File: config.mk
export PLATFORM = sky130hd
export DESIGN_NAME = fetch_queue
export DESIGN_NICKNAME = d
export VERILOG_FILES = /design/src/rtl/fetch_queue.sv
export SDC_FILE = /design/constraint.sdc
export NUM_CORES = 1
export LEC_CHECK = 0
export BUFFER_PORTS_ARGS = -buffer_cell sky130_fd_sc_hd__buf_2
export CAP_MARGIN = 0
export CELL_PAD_IN_SITES_DETAIL_PLACEMENT = 1
export CELL_PAD_IN_SITES_GLOBAL_PLACEMENT = 1
export CORE_ASPECT_RATIO = 0.8
export CORE_MARGIN = 2
export CORE_UTILIZATION = 40
export CTS_CLUSTER_DIAMETER = 120
export CTS_CLUSTER_SIZE = 24
export DETAILED_ROUTE_END_ITERATION = 10
export PLACE_DENSITY_LB_ADDON = 0.1
export SLEW_MARGIN = 20
export SYNTH_ARGS = -nofsm -noshare
export SYNTH_HDL_FRONTEND = slang
export SYNTH_SLANG_ARGS = --single-unit
File: constraint.sdc
create_clock -name clk -period 4.6 [get_ports clk]
set_input_delay 0.23 -clock clk [delete_from_list [all_inputs] [get_ports clk]]
set_output_delay 0.23 -clock clk [all_outputs]
set_load 0.01 [all_outputs]
File: src/rtl/fetch_queue.sv
// Instruction fetch queue: walks a PC through a combinational instruction memory and buffers {pc, instr} pairs for decode.
// Optional stall counter enabled by defining FETCH_QUEUE_STALL_CNT_EN.
module fetch_queue #(
  parameter int ADDR_W  = 10,
  parameter int INSTR_W = 16,
  parameter int DEPTH   = 4
) (
  input  logic               clk,
  input  logic               reset,
  input  logic               fetch_en,
  output logic [ADDR_W-1:0]  imem_addr,
  input  logic [INSTR_W-1:0] imem_rdata,
  input  logic               redirect_valid,
  input  logic [ADDR_W-1:0]  redirect_pc,
  output logic               out_valid,
  input  logic               out_ready,
  output logic [INSTR_W-1:0] out_instr,
`ifdef FETCH_QUEUE_STALL_CNT_EN
  output logic [15:0]        stall_cnt,
`endif
  output logic [ADDR_W-1:0]  out_pc
);

  localparam int PTR_W = $clog2(DEPTH);
  localparam int CNT_W = PTR_W + 1;
  localparam logic [CNT_W-1:0] FULL = CNT_W'(DEPTH);

  logic [ADDR_W-1:0]  pc_q, pc_d;
  logic [PTR_W-1:0]   rd_ptr_q, rd_ptr_d;
  logic [PTR_W-1:0]   wr_ptr_q, wr_ptr_d;
  logic [CNT_W-1:0]   count_q, count_d;
  logic               push, pop;

  logic [INSTR_W-1:0] instr_mem_q [DEPTH];
  logic [ADDR_W-1:0]  pc_mem_q    [DEPTH];

  // Push eligibility looks only at the start-of-cycle count, so a full queue never refills in the cycle it pops.
  always_comb begin
    push     = fetch_en && !redirect_valid && (count_q != FULL);
    pop      = (count_q != '0) && out_ready && !redirect_valid;
    pc_d     = pc_q;
    rd_ptr_d = rd_ptr_q;
    wr_ptr_d = wr_ptr_q;
    count_d  = count_q;
    if (redirect_valid) begin
      pc_d     = redirect_pc;
      rd_ptr_d = '0;
      wr_ptr_d = '0;
      count_d  = '0;
    end else begin
      if (push) begin
        pc_d     = pc_q + ADDR_W'(1);
        wr_ptr_d = wr_ptr_q + PTR_W'(1);
      end
      if (pop) begin
        rd_ptr_d = rd_ptr_q + PTR_W'(1);
      end
      unique case ({push, pop})
        2'b10:   count_d = count_q + CNT_W'(1);
        2'b01:   count_d = count_q - CNT_W'(1);
        default: count_d = count_q;
      endcase
    end
  end

  always_ff @(posedge clk or posedge reset) begin
    if (reset) begin
      pc_q     <= '0;
      rd_ptr_q <= '0;
      wr_ptr_q <= '0;
      count_q  <= '0;
    end else begin
      pc_q     <= pc_d;
      rd_ptr_q <= rd_ptr_d;
      wr_ptr_q <= wr_ptr_d;
      count_q  <= count_d;
    end
  end

  // Entry storage carries no reset; the empty-queue masking below keeps it invisible.
  always_ff @(posedge clk) begin
    if (push) begin
      instr_mem_q[wr_ptr_q] <= imem_rdata;
      pc_mem_q[wr_ptr_q]    <= pc_q;
    end
  end

  assign imem_addr = pc_q;
  assign out_valid = (count_q != '0);
  assign out_instr = out_valid ? instr_mem_q[rd_ptr_q] : '0;
  assign out_pc    = out_valid ? pc_mem_q[rd_ptr_q]    : '0;

`ifdef FETCH_QUEUE_STALL_CNT_EN
  logic [15:0] stall_cnt_q, stall_cnt_d;

  always_comb begin
    stall_cnt_d = stall_cnt_q;
    if (redirect_valid) begin
      stall_cnt_d = '0;
    end else if (out_valid && !out_ready && (stall_cnt_q != 16'hFFFF)) begin
      stall_cnt_d = stall_cnt_q + 16'd1;
    end
  end

  always_ff @(posedge clk or posedge reset) begin
    if (reset) begin
      stall_cnt_q <= '0;
    end else begin
      stall_cnt_q <= stall_cnt_d;
    end
  end

  assign stall_cnt = stall_cnt_q;
`endif

endmodule

==> summary.md <==
| Metric | Value |
|---|---|
| Status | complete, no violations |
| WS Path Type | flip-flop to flip-flop |
| Total vias in the final route | 2658 |
| M1 WL | 4600 µm |
| TritonCTS Buffers | 17 |
| Die height | 104 µm |
| Top Layer Used | met4 |
| Leak Pwr | 2.22 nW |
| Fmax | 0.353 GHz |
| Ys Warns | 0 |
| DR iter-0 viols | 146 |
| Drt first pass iters | 4 |
| Post-CTS Setup Inserts | 0 |
| Library cells used by synthesis | 35 |
| Post-Syn Area per Cell | 17.9 µm² |
| Cells after Synth | 278 |
| Clock Latency Late Sink | 410 ps |
| Initial core utilization | 40.9% |
| Slew Limit Fails | 0 |
| Hold Crit Class | primary input to flip-flop |
| Max-slew headroom | 35.3% |
| Worst endpoint required time | 4890 ps |
| Mapped Area | 4980 µm² |
| Tot Pwr | 3.43 mW |
| Int Power | 2.49 mW |
| CTS clock-pin slew for the worst setup and hold paths | 60 ps |
| Chip width | 129 µm |
| Sink Count | 121 |
| Filler cells | 1167 |
| # setup viols final | 0 |
| Cells on worst reg2reg path | 8 |
| Fin crit share | 61.7% |
| WL met3 | 489 µm |
| Storage cell area | 3550 µm² |
| Net Switching | 941 µW |
| Power per Cell Area | 568 nW/µm² |
| WP data arrival | 3130 ps |
| Vias/cell | 5.10 |
| Cell row count | 36 |
| N_diodes | 0 |
| Min Tclk post-route | 2840 ps |
| Max Cap Viol | 0 |
| Ports | 68 |
| Post-CTS sizing | 0 |
| Final wirelength | 10300 µm |
| Post-route setup TNS | 0 ps |
| Post-synth net total | 315 |
| Area Growth Syn to Fin | 21.5% |
| Routed wl met2 | 5070 µm |
| Antenna violations before repair | 0 |
| Hold Crit Depth | 3 |
| H-Tree Depth | 4 |
| Most frequent cells in the layout | edfxtp_1 (104), buf_2 (67), and2_1 (30) |
| Antenna Violating Nets Remaining | 0 |
| Largest net degree at the start of global routing | 30 |
| Core area | 12200 µm² |
| Die ar. | 13400 µm² |
| Flops & latches, synth | 121 |
| RSZ-0062 raised after global routing | no |
| First-pass GRT wire length | 16400 µm |
| Global route total overflow | 0 |
| Routed len/inst | 19.7 µm |
| Crit end category | flip-flop |
| Logic pwr share | 21.7% |
| Sequential fraction of the synthesis area | 71.3% |
| Clock Skew | 9.68 ps |
| Sequential fraction of design power | 40.9% |
| CTS tree | yes |
| Multi-input gate area | 1340 µm² |
| Final Hold Vio Count | 0 |
| Leading cell type in the layout, fill and taps excluded | edfxtp_1 |
| Net Sw Frac | 27.4% |
| Vias in the first global route | 2885 |
| Clk network pwr share | 37.4% |
| Clock tree root buffer cell | clkbuf_16 |
| Peak VDD IR | 0.000374 V |
| Port Buf Inserts | 67 |
| Residual DRC | 0 |
| CP Launch Type | flip-flop |
| GRT Overall Usage | 17.0% |
| Nets@finish | 394 |
| Clock Tree Buf Depth | 2 |
| Share of cells above drive strength 1 | 35.0% |
| HPWL Detailed | 6320 µm |
| Tightest Pin Transition | 971 ps |
| CP Max Fanout | 29 |
| Global placer's final weighted congestion | 0.731 |
power by group through the flow:
stage,clock [mW],combinational (mW),sequential [mW]
final,1.28,0.746,1.41
after global routing,1.37,0.820,1.43
after CTS,1.32,0.762,1.42
after detailed placement,0,0.756,1.43
after global placement,0,0.750,1.43
after floorplan,0,0.557,1.34
kinds of logic after synthesis:
group,Yosys count,share of synthesized area [%]
DFF,121,71.3
and+or+nand+nor,76,8.62
muxes,29,12.5
AOI/OAI and AO/OA,17,1.94
buffers and inverters,17,1.73
xor gates and xnor gates,12,2.26
adders and majority gates,6,1.66
worst max-delay path: stages (launching register included):
cell and delay [ps]:
dfrtp_1 470, or3_2 790, nand2_1 290, nor3b_1 90, fa_1 420, nand2_1 140, xor2_1 160, nor2_1 70
o31a_1 290
final timing paths:
check | from | to | slack [ps]
max in group asynchronous | reset | rd_ptr_q[0] | 3590
worst min-delay path | redirect_pc[6] | imem_addr[6] | 30
worst min register to register | imem_addr[9] | pc_mem_q[3][9] | 580
worst max-delay path | count_q[0] | count_q[2] | 1760
min in group asynchronous | reset | imem_addr[3] | 500
worst max register to register | count_q[0] | count_q[2] | 1760
cells in the mapped netlist:
cell type  number  area, µm²
o31ai_1         2       15.0
and3_1          2       12.5
ha_1            5       62.6
or3_1           1       6.26
mux2_4          1       15.0
a21oi_1         2       10.0
buf_6           2       22.5
nor2_1          9       33.8
and2_1         30        188
nand2_8         1       20.0
clkbuf_1        7       26.3
inv_1           4       15.0
or4_1           1       7.51
or3b_1          1       8.76
nor3b_1         2       15.0
o31a_1          1       8.76
edfxtp_1      104       3120
nand3_1         8       40.0
a31oi_1         2       12.5
o21ai_0        10       50.1
nand4_1         2       12.5
mux4_2         26        586
or3_2           1       7.51
and4_1          1       8.76
fa_1            1       20.0
xnor2_2         1       16.3
xor2_1          9       78.8
xnor2_1         2       17.5
and2b_1         1       7.51
buf_4           1       7.51
mux2i_1         2       20.0
nor3_1          1       5.00
dfrtp_1        17        425
buf_2           3       15.0
nand2_1        15       56.3
cell type report:
class                   instances  area share, %
repair buffers                 73           6.33
clock inverters                11           2.15
clock buffers                  20           7.22
multi-input cells             140           22.2
inverters                       4          0.248
well taps                     152           3.15
flip-flops and latches        121           58.7
sequential cells by signal, indices dropped and copies added (netlist names):
name	count
imem_addr	10
rd_ptr_q	2
wr_ptr_q	2
instr_mem_q	64
count_q	3
pc_mem_q	40
what timing repair did:
| action | 4_1_cts | 5_1_grt |
|---|---|---|
| endpoints found under the setup margin | 0 | 0 |
| hold buffers | 1 | 0 |
| hold endpoints to repair | 17 | 0 |
layer usage:
| metal | GRT usage, % | vias to the layer above |
|---|---|---|
| li1 | - | 1228 |
| met1 | 22.7 | 1348 |
| met2 | 26.5 | 70 |
| met3 | 5.79 | 12 |
| met4 | 5.12 | 0 |
| met5 | 0 | - |
metrics by stage:
step                area (µm²)  util [%]  instances  hold slack (ps)  worst slack [ps]
finish                    6050      49.7        521             28.0              1760
global route              6050      49.7        521             18.7              1630
CTS                       6050      49.7        521             11.5              1740
detailed placement        5470      45.0        489              383              1760
global placement          5470      45.0        489              377              1900
floorplan                 4980         -        278              156              2380
Note: power is estimated with default switching activity, not from simulation.
